[src/rtl/pipe_pkg.sv]
// Shared types for the pipeline hazard/forwarding logic: forwarding selects,
// in-flight instruction slot record and the producer-match helper.
package pipe_pkg;

  localparam int ZERO_REG_IDX = 31;
  // Slot rd field is sized for the widest supported register index; narrower indices are zero-extended.
  localparam int SLOT_RD_W = 8;

  typedef enum logic [1:0] {
    FWD_RF  = 2'b00,
    FWD_MEM = 2'b01,
    FWD_WB  = 2'b10
  } fwd_sel_t;

  typedef struct packed {
    logic                 valid;
    logic [SLOT_RD_W-1:0] rd;
    logic                 reg_write;
    logic                 mem_read;
    logic                 set_flags;
  } slot_t;

  function automatic logic prod_match(slot_t s, logic [SLOT_RD_W-1:0] r,
                                      logic [SLOT_RD_W-1:0] zero);
    return s.valid && s.reg_write && (s.rd == r) && (r != zero);
  endfunction

endpackage

[src/rtl/sat_counter.sv]
// Saturating up-counter with synchronous clear; holds at all-ones.
module sat_counter #(
  parameter int CNT_W = 32
) (
  input  logic             clk,
  input  logic             rst,
  input  logic             inc,
  output logic [CNT_W-1:0] count
);

  always_ff @(posedge clk) begin
    if (rst) begin
      count <= '0;
    end else if (inc && (count != {CNT_W{1'b1}})) begin
      count <= count + 1'b1;
    end
  end

endmodule

[src/rtl/hazard_fwd_unit.sv]
// Hazard detection and operand/flag forwarding for the 5-stage pipeline,
// using EX/MEM/WB shadow slots of in-flight instruction attributes.
module hazard_fwd_unit
  import pipe_pkg::*;
#(
  parameter int REG_ADDR_W = 5,
  parameter int ZERO_REG   = ZERO_REG_IDX,
  parameter int FLAG_FWD   = 1,
  parameter int CNT_W      = 32
) (
  input  logic                  clk,
  input  logic                  rst,
  input  logic                  id_valid,
  input  logic [REG_ADDR_W-1:0] id_ra,
  input  logic [REG_ADDR_W-1:0] id_rb,
  input  logic                  id_uses_a,
  input  logic                  id_uses_b,
  input  logic [REG_ADDR_W-1:0] id_rd,
  input  logic                  id_reg_write,
  input  logic                  id_mem_read,
  input  logic                  id_set_flags,
  input  logic                  id_cb_reg,
  input  logic                  id_cb_flags,
  input  logic                  br_taken,
  output logic                  pc_hold,
  output logic                  if_id_hold,
  output logic                  id_ex_bubble,
  output logic                  if_id_flush,
  output logic [1:0]            fwd_a,
  output logic [1:0]            fwd_b,
  output logic [1:0]            fwd_br,
  output logic                  flag_fwd,
  output logic [CNT_W-1:0]      stall_count,
  output logic [CNT_W-1:0]      flush_count
);

  localparam logic [SLOT_RD_W-1:0] ZERO_W     = SLOT_RD_W'(ZERO_REG);
  localparam logic                 FLAG_STALL = (FLAG_FWD == 0);

  function automatic logic [SLOT_RD_W-1:0] widen(logic [REG_ADDR_W-1:0] r);
    return SLOT_RD_W'(r);
  endfunction

  slot_t                 ex_reg, mem_reg, wb_reg;
  logic [REG_ADDR_W-1:0] ex_ra_reg, ex_rb_reg;
  logic                  ex_uses_a_reg, ex_uses_b_reg;

  logic     load_use, br_stall, flag_haz, stall, flush;
  fwd_sel_t sel_a, sel_b, sel_br;

  always_comb begin
    load_use = id_valid && ex_reg.mem_read &&
               ((id_uses_a && prod_match(ex_reg, widen(id_ra), ZERO_W)) ||
                (id_uses_b && prod_match(ex_reg, widen(id_rb), ZERO_W)));

    // A CB operand is read in ID: any EX producer, or a load still in MEM, is too late to forward.
    br_stall = id_cb_reg &&
               (prod_match(ex_reg, widen(id_rb), ZERO_W) ||
                (mem_reg.mem_read && prod_match(mem_reg, widen(id_rb), ZERO_W)));

    flag_haz = id_cb_flags && ex_reg.valid && ex_reg.set_flags;
    stall    = !rst && (load_use || br_stall || (flag_haz && FLAG_STALL));
    flush    = !rst && br_taken && id_valid && !stall;

    sel_a = FWD_RF;
    if (ex_uses_a_reg && prod_match(mem_reg, widen(ex_ra_reg), ZERO_W))     sel_a = FWD_MEM;
    else if (ex_uses_a_reg && prod_match(wb_reg, widen(ex_ra_reg), ZERO_W)) sel_a = FWD_WB;

    sel_b = FWD_RF;
    if (ex_uses_b_reg && prod_match(mem_reg, widen(ex_rb_reg), ZERO_W))     sel_b = FWD_MEM;
    else if (ex_uses_b_reg && prod_match(wb_reg, widen(ex_rb_reg), ZERO_W)) sel_b = FWD_WB;

    sel_br = FWD_RF;
    if (id_cb_reg && !br_stall) begin
      if (prod_match(mem_reg, widen(id_rb), ZERO_W))     sel_br = FWD_MEM;
      else if (prod_match(wb_reg, widen(id_rb), ZERO_W)) sel_br = FWD_WB;
    end
  end

  assign pc_hold      = stall;
  assign if_id_hold   = stall;
  assign id_ex_bubble = stall;
  assign if_id_flush  = flush;
  assign fwd_a        = rst ? 2'b00 : sel_a;
  assign fwd_b        = rst ? 2'b00 : sel_b;
  assign fwd_br       = rst ? 2'b00 : sel_br;
  assign flag_fwd     = !rst && flag_haz && !FLAG_STALL;

  always_ff @(posedge clk) begin
    if (rst) begin
      ex_reg        <= '0;
      mem_reg       <= '0;
      wb_reg        <= '0;
      ex_ra_reg     <= '0;
      ex_rb_reg     <= '0;
      ex_uses_a_reg <= 1'b0;
      ex_uses_b_reg <= 1'b0;
    end else begin
      wb_reg  <= mem_reg;
      mem_reg <= ex_reg;
      if (stall || !id_valid) begin
        // Bubble reads nothing, so it can never select a forwarding path.
        ex_reg        <= '0;
        ex_ra_reg     <= '0;
        ex_rb_reg     <= '0;
        ex_uses_a_reg <= 1'b0;
        ex_uses_b_reg <= 1'b0;
      end else begin
        ex_reg.valid     <= 1'b1;
        ex_reg.rd        <= widen(id_rd);
        ex_reg.reg_write <= id_reg_write;
        ex_reg.mem_read  <= id_mem_read;
        ex_reg.set_flags <= id_set_flags;
        ex_ra_reg        <= id_ra;
        ex_rb_reg        <= id_rb;
        ex_uses_a_reg    <= id_uses_a;
        ex_uses_b_reg    <= id_uses_b;
      end
    end
  end

  sat_counter #(.CNT_W(CNT_W)) u_stall_cnt (
    .clk   (clk),
    .rst   (rst),
    .inc   (stall),
    .count (stall_count)
  );

  sat_counter #(.CNT_W(CNT_W)) u_flush_cnt (
    .clk   (clk),
    .rst   (rst),
    .inc   (flush),
    .count (flush_count)
  );

endmodule

[config.mk]
export PLATFORM = sky130hd
export DESIGN_NAME = hazard_fwd_unit
export DESIGN_NICKNAME = d
export VERILOG_FILES = /design/src/rtl/pipe_pkg.sv /design/src/rtl/sat_counter.sv /design/src/rtl/hazard_fwd_unit.sv
export SDC_FILE = /design/constraint.sdc
export NUM_CORES = 1
export LEC_CHECK = 0
export ABC_AREA = 1
export BUFFER_PORTS_ARGS = -buffer_cell sky130_fd_sc_hd__clkbuf_2
export CAP_MARGIN = 20
export CORE_AREA = 2 2 143 145
export DETAILED_ROUTE_END_ITERATION = 6
export DIE_AREA = 0 0 145 147
export GPL_TIMING_DRIVEN = 0
export SLEW_MARGIN = 15
export SYNTH_ARGS = -nofsm -noshare
export SYNTH_HDL_FRONTEND = slang
export SYNTH_SLANG_ARGS = --single-unit
export TNS_END_PERCENT = 20
[constraint.sdc]
create_clock -name clk -period 2.35 [get_ports clk]
set_input_delay 0.47 -clock clk [delete_from_list [all_inputs] [get_ports clk]]
set_output_delay 0.47 -clock clk [all_outputs]
set_load 0.1 [all_outputs]
Word level (Yosys, flattened, before mapping)
Index checks and enable logic that the tools add are counted.
- bits of input ports: 26
- output and inout bits: 75
- logic and storage cells: 94
- register bits: 109
- muxes and demuxes: 11
- reductions and logical operators: 48
- equality and inequality tests: 14
- add/subtract/negate cells: 2
- operators by type and width (kind ; number):
    $add 32x1->32 const B ; 2
    $eq 8x5->1 ; 8
    $ne 32x32->1 const B ; 2
    $logic_and 1x1->1 ; 39
    $mux 2 ; 10
    $ne 5x5->1 const B ; 4
    $mux 12 ; 1
    $logic_not 1->1 ; 4
    $logic_or 1x1->1 ; 4
    $reduce_or 2->1 ; 1

Longest topological paths before layout
Gate-level depths: netlist of the first run.
- depth in word-level cells: 11
- gate-level depth with buffers: 12

Hierarchy
From an unflattened synthesis of the first run, not the netlist that was laid out.
- cells, all modules: 911
- area, all modules: 5888.1 um^2
- modules (own cells, without submodules) (module ; cells each ; sequential area each (um^2) ; instances ; area an instance (um^2)):
    sat_counter ; 324 ; 640.6 ; 2 ; 2062.0
    hazard_fwd_unit ; 263 ; 720.7 ; 1 ; 1764.2

Least setup slack after synthesis of the first run
Ideal clock, no wire load.
- path kind: input port to output port
- start: input rst
- end: output fwd_br[1]
- slack: -2.196 ns
- required time: 1.880 ns
- stages: 5
- arrival time: 4.076 ns
- cells stage by stage: clkbuf_1 -> inv_1 -> clkbuf_1 -> o21ai_0 -> nor4_1
- cells in the longest elaborated chain, start to end: 1
- ends and longest elaborated chain (element ; RTL line ; RTL):
    start: declaration ; hazard_fwd_unit.sv:12 ; input logic rst,
    $mux 2 ; hazard_fwd_unit.sv:86 ; assign fwd_br = rst ? 2'b00 : sel_br;
    end: declaration ; hazard_fwd_unit.sv:31 ; output logic [1:0] fwd_br,
Every way passes these cells.

Final worst setup path of the first run
- start: register mem_reg[5] in the netlist's numbering
- end: output pc_hold
- cells in the longest elaborated chain, start to end: 8
- ends and longest elaborated chain (element ; RTL line ; RTL):
    start: declaration ; hazard_fwd_unit.sv:44 ; slot_t ex_reg, mem_reg, wb_reg;
    start signal: assignment ; hazard_fwd_unit.sv:100 ; mem_reg <= ex_reg;
    $eq 8x5->1 ; pipe_pkg.sv:25 ; return s.valid && s.reg_write && (s.rd == r) && (r != zero);
    $logic_and 1x1->1 (2 in a row) ; pipe_pkg.sv:25 ;
    $logic_and 1x1->1 ; hazard_fwd_unit.sv:59 ; (mem_reg.mem_read && prod_match(mem_reg, widen(id_rb), ZERO_W)));
    $logic_or 1x1->1 ; hazard_fwd_unit.sv:58 ; (prod_match(ex_reg, widen(id_rb), ZERO_W) ||
    $logic_and 1x1->1 ; hazard_fwd_unit.sv:57 ; br_stall = id_cb_reg &&
    $logic_or 1x1->1 ; hazard_fwd_unit.sv:62 ; stall = !rst && (load_use || br_stall || (flag_haz && FLAG_STALL));
    $logic_and 1x1->1 ; hazard_fwd_unit.sv:62 ;
    end: declaration ; hazard_fwd_unit.sv:25 ; output logic pc_hold,
Every way passes these cells.

==> flow_summary.rst, run 1 <==
.. list-table::
   :header-rows: 1

   * - Metric
     - Value
   * - Status
     - finished with violations
   * - Violations in the final reports
     - setup timing
   * - Slowest-stage cell, CP
     - sky130_fd_sc_hd__dfxtp_4
   * - Wire length reported by the detailed router
     - 18.6 mm
   * - DRC viols
     - 0
   * - Reg2reg end
     - u_flush_cnt.count[1]$_SDFFE_PP0P_
   * - Final count of hold timing violations
     - 0
   * - Net switching component of the power
     - 0.000960 W
   * - Number of cells traversed by the worst hold path
     - 3
   * - Capturing element type of the critical path
     - output pin
   * - Clock Power Share
     - 0.432
   * - Most frequent cell after synthesis
     - sky130_fd_sc_hd__nand2_1
   * - Post-route clock skew
     - 0.0142 ns
   * - Horizontal die dimension
     - 145 um
   * - Number of global-route vias before repair
     - 5836
   * - Yosys top cell by area
     - sky130_fd_sc_hd__dfxtp_1
   * - Antenna violations before repair
     - 0
   * - Number of synthesized flops with an enable pin
     - 0
   * - Maximum number of pins on one net before global-route repair
     - 20
   * - Setup slack on the worst flop-to-flop path
     - 0.18 ns
   * - Aggregate global-route resource usage
     - 0.179
   * - Cell-by-cell listing of the critical path
     - inv_2 > nand2_1 > nand2_1 > nor2_2 > nand4_1 > nand2_2 > nand2_4 > a21oi_4 > buf_12 > buf_12 > clkbuf_16
   * - Number of distinct library cells after synthesis
     - 35
   * - Final core area utilization
     - 0.378
   * - CP Class
     - flop to output pin
   * - Total instance count after detailed placement
     - 1268
   * - Transition at the pin with the smallest max-transition slack
     - 0.619 ns
   * - CTS sink count
     - 100
   * - Vertical extent of the die
     - 147 um
   * - Total count of max-transition violations in the final report
     - 0
   * - Number of clock buffers inserted by TritonCTS
     - 9
   * - Final setup margin
     - -0.0942 ns
   * - Share of layout cells above drive strength 1
     - 0.206
   * - Peak Freq
     - 409 MHz
   * - Reported leakage power
     - 2.97 nW
   * - Pint
     - 0.00255 W
   * - Seq pwr share
     - 0.494
   * - Summed instance area of the synthesized netlist
     - 5800 sq um
   * - Master cell of the clock root buffer
     - sky130_fd_sc_hd__clkbuf_16
   * - Worst setup startpoint
     - mem_reg[5]$_SDFF_PP0_
   * - Row cnt
     - 52
   * - Power per unit of standard cell area
     - 468 nW/um^2
   * - Async set or reset register ratio after synthesis
     - 0
   * - Top Ports
     - 101
   * - Avg Synthesized Cell Area
     - 6.45 sq um
   * - Data required time at the worst endpoint
     - 1.88 ns
   * - Critical path fanouts, max
     - 3
   * - Comb pwr share
     - 0.074
   * - Final weighted congestion in routability-driven placement
     - 0.983
   * - Core Box Area
     - 19800 sq um
   * - Setup repair after global routing missed its margin
     - true
   * - Number of port buffers
     - 99
   * - Data arrival time of the critical path
     - 1.97 ns
   * - Worst min path class
     - input port to flop
   * - Worst IR drop on VDD
     - 0.294 mV
   * - Prevailing post-synth register cell
     - sky130_fd_sc_hd__dfxtp_1
   * - Area delta synth->final
     - 29.3%
   * - Number of search-and-repair iterations in the first detailed-routing pass
     - 5
   * - Clock slew at the register clock pins of the worst setup and hold paths
     - 0.08 ns
   * - Switching Share
     - 0.274
   * - Number of cells produced by synthesis
     - 899
   * - Setup slack after placement
     - -0.626 ns
   * - Worst R2R Start
     - u_flush_cnt.count[0]$_SDFFE_PP0P_
   * - Final worst path period share
     - 1.04
   * - Via density
     - 4.75
   * - Half-perimeter wire length after detailed placement
     - 14.4 mm
   * - Max Cap Viol
     - 0
   * - Per-cell routed wire length
     - 14.4 um
   * - Time the worst path needs with I/O delays and setup
     - 2.44 ns
   * - Wire length of the first global-routing pass
     - 30.5 mm
   * - Vias after detailed routing
     - 6133
   * - Tot Pwr
     - 0.00351 W
   * - 1st-iter DRT viols
     - 450
   * - Effective utilization at floorplan
     - 0.292
   * - Setup violations, final
     - 5
   * - Quantity of hold-fixing buffers added after cts
     - 0
   * - Layout Nets
     - 1045
   * - Final std cell area, no fill
     - 7490 sq um
   * - Endpoint of the worst setup timing path
     - pc_hold
   * - Final Non-Filler Cells
     - 1292
   * - Proportion of synthesized chip area in sequential cells
     - 0.345
   * - Flops & latches, synth
     - 100
   * - Worst-skew pair later-pin latency
     - 0.36 ns
   * - Total of warnings raised by yosys
     - 0
   * - Area of placed instances
     - 6830 sq um
   * - Post-DRT Antenna Nets
     - 0
   * - Area share of the leading cell type in the synthesized netlist
     - 0.345
   * - Clock tree from TritonCTS
     - built
   * - Final antenna diode count
     - 0
   * - Filler cell count
     - 2128
   * - # H-tree levels
     - 3
   * - Top cells by count, synth
     - 251 x sky130_fd_sc_hd__nand2_1, 147 x sky130_fd_sc_hd__nor2_1, 100 x sky130_fd_sc_hd__dfxtp_1, 87 x sky130_fd_sc_hd__inv_1, 55 x sky130_fd_sc_hd__nand3_1
   * - Net count after synthesis
     - 927
   * - Max-Slew Margin vs Limit
     - 0.588
   * - Number of buffers between clock root and the deepest sink
     - 2
   * - Die area
     - 21300 sq um
   * - Worst Hold Launch
     - id_rd[4]
   * - CP peak stage delay
     - 0.37 ns
   * - Top cells by area in the synthesized netlist
     - sky130_fd_sc_hd__dfxtp_1 35%, sky130_fd_sc_hd__nand2_1 16%, sky130_fd_sc_hd__nor2_1 9.5%, sky130_fd_sc_hd__inv_1 5.6%, sky130_fd_sc_hd__xor2_1 5.4%
   * - Element type at the critical path start
     - flop
   * - Number of cell instances on the worst register-to-register path
     - 10
   * - GR Overflow Total
     - 0
critical path: cells and delay by family (launching register included):
kind	cells	cell delay, ns
simple gates	6	0.64
compound gates	1	0.15
flops	1	0.37
buf+inv	4	0.46
through the flow:
stage	hold WS, ns	TNS, ns
2_1_floorplan	0.403	-1.43
3_3_place_gp	0.410	-3.46
3_5_place_dp	0.413	-3.52
4_1_cts	0.282	-0.457
5_1_grt	0.282	-0.960
6_report	0.286	-0.356
layout by cell type, fill, tap and decap left out, drive strengths merged:
cell,n
o21bai,1
xor2,36
and3,3
nor3,22
a221oi,1
nand3b,7
dfxtp,100
a21oi,54
xnor2,21
inv,95
a211oi,1
ha,2
nand2,254
clkbuf,119
buf,29
nand3,58
clkinv,2
o22ai,2
nor2,149
or3,2
o221ai,2
nor3b,2
nand4,46
nor4,8
and2,1
o21ai,5
worst min path at each step:
stage	slack, ns	endpoint
after floorplan	0.40	wb_reg[11]$_SDFF_PP0_
after global placement	0.41	wb_reg[2]$_SDFF_PP0_
after detailed placement	0.41	wb_reg[2]$_SDFF_PP0_
after CTS	0.28	ex_reg[5]$_SDFF_PP0_
after global routing	0.28	ex_reg[5]$_SDFF_PP0_
final	0.29	ex_reg[7]$_SDFF_PP0_
layer usage:
layer / vias up / part of all wire / GRT usage
met1: 2804 / 0.47 / 0.244
met3: 19 / 0.052 / 0.0261
met5: - / 0 / 0
met2: 170 / 0.46 / 0.291
li1: 3140 / - / -
met4: 0 / 0.016 / 0.0569
cell type report:
cell class	count	area, sq um	area share
Buffer	32	224	0.0299
Clock buffer	9	225	0.0301
Sequential cell	100	2030	0.271
Timing Repair Buffer	107	723	0.0965
Inverter	90	378	0.0504
Tap cell	270	338	0.0451
Clock inverter	7	66.3	0.00885
Multi-Input combinational cell	677	3510	0.468
logic make-up (layout without fill, tap and decap cells):
group,Yosys count,in the layout,synth area share
compound gates,66,66,0.0602
buf+inv,122,245,0.0870
simple gates,552,552,0.417
flops,100,100,0.345
xor+xnor,57,57,0.0861
fa+ha+maj,2,2,0.00432
power by group through the flow:
stage	Sequential (W)	Clock, W	Combinational [W]
after floorplan	0.00178	0	0.000149
after global placement	0.00178	0	0.000239
after detailed placement	0.00178	0	0.000241
after CTS	0.00173	0.00156	0.000257
after global routing	0.00174	0.00165	0.000287
final	0.00173	0.00152	0.000259
timing repair:
action / in CTS / in global routing
gates cloned: 0 / 0
endpoints found under the hold margin: 0 / 0
pin swaps: 9 / 12
gates resized for setup: 57 / 27
setup endpoints to repair: 10 / 30
setup buffers: 4 / 4
Note: power is estimated with default switching activity, not from simulation.
==> inputs of run 2 (changes only) <==
--- a/config.mk
+++ b/config.mk
@@ -5,13 +5,13 @@
 export SDC_FILE = /design/constraint.sdc
 export NUM_CORES = 1
 export LEC_CHECK = 0
-export ABC_AREA = 1
 export BUFFER_PORTS_ARGS = -buffer_cell sky130_fd_sc_hd__clkbuf_2
 export CAP_MARGIN = 20
-export CORE_AREA = 2 2 143 145
+export CORE_AREA = 2 2 134 136
 export DETAILED_ROUTE_END_ITERATION = 6
-export DIE_AREA = 0 0 145 147
+export DIE_AREA = 0 0 136 138
 export GPL_TIMING_DRIVEN = 0
+export HOLD_SLACK_MARGIN = 0.06
 export SLEW_MARGIN = 15
 export SYNTH_ARGS = -nofsm -noshare
 export SYNTH_HDL_FRONTEND = slang
==> run 2 against run 1 <==
- the run still ends with setup timing left
- highest routed layer unchanged
- critical path depth down 2
- non-clock buffer count up 16
- total power down 2.0%
- clock skew is 0.0052 ns lower
- largest power group unchanged
- routed wire length down 13%
- via count shrank 17%
- sequential share of layout area increased by 2.9 points
- global-route usage decreased by 0.76 points
- utilization up 2.2 points
- area after synthesis decreased by 12%
==> flow_summary.rst, run 2 <==
.. list-table::
   :header-rows: 1

   * - Metric
     - Value
   * - Quantity of hold-fixing buffers added after cts
     - 0
   * - Via density
     - 5.32
   * - Slowest-stage cell, CP
     - sky130_fd_sc_hd__a2111o_1
   * - Total of warnings raised by yosys
     - 0
   * - Top Ports
     - 101
   * - Effective utilization at floorplan
     - 0.293
   * - Number of search-and-repair iterations in the first detailed-routing pass
     - 7
   * - Data required time at the worst endpoint
     - 1.88 ns
   * - Setup violations, final
     - 14
   * - Area share of the leading cell type in the synthesized netlist
     - 0.390
   * - Share of layout cells above drive strength 1
     - 0.349
   * - Worst-case hold slack
     - 0.316 ns
   * - Element type at the critical path start
     - flop
   * - Max-Slew Margin vs Limit
     - 0.510
   * - Final Non-Filler Cells
     - 959
   * - Number of global-route vias before repair
     - 4689
   * - Number of cells produced by synthesis
     - 599
   * - Vias after detailed routing
     - 5101
   * - Time the worst path needs with I/O delays and setup
     - 2.78 ns
   * - Die area
     - 18800 sq um
   * - Horizontal die dimension
     - 136 um
   * - Clock tree from TritonCTS
     - built
   * - Avg Synthesized Cell Area
     - 8.56 sq um
   * - GR Overflow Total
     - 0
   * - Number of clock buffers inserted by TritonCTS
     - 9
   * - Summed instance area of the synthesized netlist
     - 5130 sq um
   * - Yosys top cell by area
     - sky130_fd_sc_hd__dfxtp_1
   * - Number of cell instances on the worst register-to-register path
     - 11
   * - Status
     - finished with violations
   * - Final antenna diode count
     - 0
   * - Setup repair after global routing missed its margin
     - true
   * - Total count of max-transition violations in the final report
     - 0
   * - Clock slew at the register clock pins of the worst setup and hold paths
     - 0.07 ns
   * - Final worst path period share
     - 1.18
   * - Wire length reported by the detailed router
     - 16.2 mm
   * - Final setup margin
     - -0.433 ns
   * - Final weighted congestion in routability-driven placement
     - 0.849
   * - Most used cell, CP
     - sky130_fd_sc_hd__clkbuf_16
   * - Reported leakage power
     - 2.49 nW
   * - Number of distinct library cells after synthesis
     - 50
   * - Transition at the pin with the smallest max-transition slack
     - 0.735 ns
   * - Maximum number of pins on one net before global-route repair
     - 16
   * - Layout Nets
     - 753
   * - Vertical extent of the die
     - 138 um
   * - Wire length of the first global-routing pass
     - 25.4 mm
   * - Area delta synth->final
     - 36.5%
   * - Data arrival time of the critical path
     - 2.31 ns
   * - Violations in the final reports
     - setup timing
   * - Most frequent cell after synthesis
     - sky130_fd_sc_hd__dfxtp_1
   * - Post-DRT Antenna Nets
     - 0
   * - Proportion of synthesized chip area in sequential cells
     - 0.390
   * - Per-cell routed wire length
     - 16.9 um
   * - Max Cap Viol
     - 0
   * - Number of synthesized flops with an enable pin
     - 0
   * - Highest-count cells in the layout ignoring fill and taps
     - 92 x sky130_fd_sc_hd__clkbuf_2, 57 x sky130_fd_sc_hd__dfxtp_1, 44 x sky130_fd_sc_hd__nand3_1, 44 x sky130_fd_sc_hd__a21oi_1, 33 x sky130_fd_sc_hd__or4_1
   * - Number of port buffers
     - 98
   * - Post-route clock skew
     - 0.00894 ns
   * - Total instance count after detailed placement
     - 926
   * - Flops & latches, synth
     - 100
   * - Antenna violations before repair
     - 0
   * - Top cells by count, synth
     - 100 x sky130_fd_sc_hd__dfxtp_1, 46 x sky130_fd_sc_hd__nand3_1, 45 x sky130_fd_sc_hd__a21oi_1, 34 x sky130_fd_sc_hd__or4_1
   * - Master cell of the clock root buffer
     - sky130_fd_sc_hd__clkbuf_16
   * - Number of cells traversed by the worst hold path
     - 2
   * - Prevailing post-synth register cell
     - sky130_fd_sc_hd__dfxtp_1
   * - Net count after synthesis
     - 627
   * - Worst IR drop on VDD
     - 0.335 mV
   * - Worst min path class
     - input port to flop
   * - Aggregate global-route resource usage
     - 0.171
   * - Capturing element type of the critical path
     - output pin
   * - Critical path fanouts, max
     - 3
   * - Core Box Area
     - 17500 sq um
   * - Async set or reset register ratio after synthesis
     - 0
   * - Final count of hold timing violations
     - 0
   * - CTS sink count
     - 100
   * - DRC viols
     - 0
   * - Peak Freq
     - 359 MHz
   * - CP peak stage delay
     - 0.40 ns
   * - Worst-skew pair later-pin latency
     - 0.35 ns
   * - Number of buffers between clock root and the deepest sink
     - 2
   * - Cell-by-cell listing of the critical path
     - xnor2_1 > nand4_1 > a2111o_1 > and3_4 > clkbuf_16 > clkbuf_16 > nor2_4 > buf_12 > clkbuf_16
   * - Top cells by area in the synthesized netlist
     - sky130_fd_sc_hd__dfxtp_1 39%, sky130_fd_sc_hd__xnor2_1 5.3%, sky130_fd_sc_hd__or4_1 5.0%, sky130_fd_sc_hd__o31ai_1 4.7%, sky130_fd_sc_hd__nand3_1 4.5%
   * - Half-perimeter wire length after detailed placement
     - 11.5 mm
   * - Most common cell after layout, fill and taps aside
     - sky130_fd_sc_hd__clkbuf_2
   * - Power per unit of standard cell area
     - 491 nW/um^2
   * - Row cnt
     - 49
   * - 1st-iter DRT viols
     - 367
   * - # H-tree levels
     - 3
   * - CP Class
     - flop to output pin
run 2: kinds of logic (layout without fill, tap and decap cells):
kind of cell,Yosys count,after routing,share of synthesized area
xor+xnor,39,39,0.0666
fa+ha+maj,2,2,0.00488
mux,12,12,0.0261
simple gates,285,285,0.327
compound gates,114,114,0.146
flops,100,100,0.390
buf+inv,47,178,0.0390
run 2: path summary, 6_finish.rpt:
path,startpoint,end,slack [ns]
max,ex_reg[3]$_SDFF_PP0_,if_id_hold,-0.43
min,id_set_flags,ex_reg[0]$_SDFF_PP0_,0.32
max reg2reg,ex_reg[7]$_SDFF_PP0_,u_flush_cnt.count[28]$_SDFFE_PP0P_,-0.22
min reg2reg,mem_reg[2]$_SDFF_PP0_,wb_reg[2]$_SDFF_PP0_,0.46
run 2: routing by layer:
| metal | GRT usage | up-vias | wire [um] |
|---|---|---|---|
| met2 | 0.258 | 166 | 7370 |
| met5 | 0 | - | 0 |
| met3 | 0.0231 | 22 | 804 |
| li1 | - | 2500 | - |
| met1 | 0.247 | 2413 | 7680 |
| met4 | 0.0620 | 0 | 357 |
run 2: cell type report:
class | count | area (sq um)
buffer | 39 | 342
clock buffer | 10 | 229
clock inverter | 6 | 55.1
fill | 1795 | 10500
inverter | 7 | 26.3
multi-input combinational | 452 | 3210
sequential | 100 | 2110
tap | 229 | 287
timing repair buffer | 116 | 753
run 2: where the power goes:
part | total (W) | switching, W | internal, W
sequential | 0.00172 | 0.0000249 | 0.00170
clock | 0.00145 | 0.000639 | 0.000815
combinational | 0.000263 | 0.000159 | 0.000104
run 2: timing repair:
item                                    in CTS  in global routing
gates resized for setup                     82                 34
buffers inserted                            16                  2
pin swaps                                   13                  7
endpoints found under the setup margin      58                 87
run 2: metrics by stage:
step	power [W]	utilization	setup TNS (ns)	worst slack [ns]	instance area, sq um
final	0.00344	0.399	-2.85	-0.433	7000
after global routing	0.00358	0.399	-8.05	-0.517	7000
after CTS	0.00348	0.392	-3.20	-0.485	6870
after detailed placement	0.00199	0.350	-27.63	-1.04	6140
after global placement	0.00199	0.350	-26.57	-1.06	6140
after floorplan	0.00191	-	-17.29	-0.532	5360
run 2: critical path: cells and delay by family, from the launching register on:
family | cells | cell delay [ns]
AO/OA/AOI/OAI | 1 | 0.40
XOR/XNOR | 1 | 0.11
buffers and inverters | 4 | 0.58
flip-flops | 1 | 0.35
AND/OR/NAND/NOR | 3 | 0.52
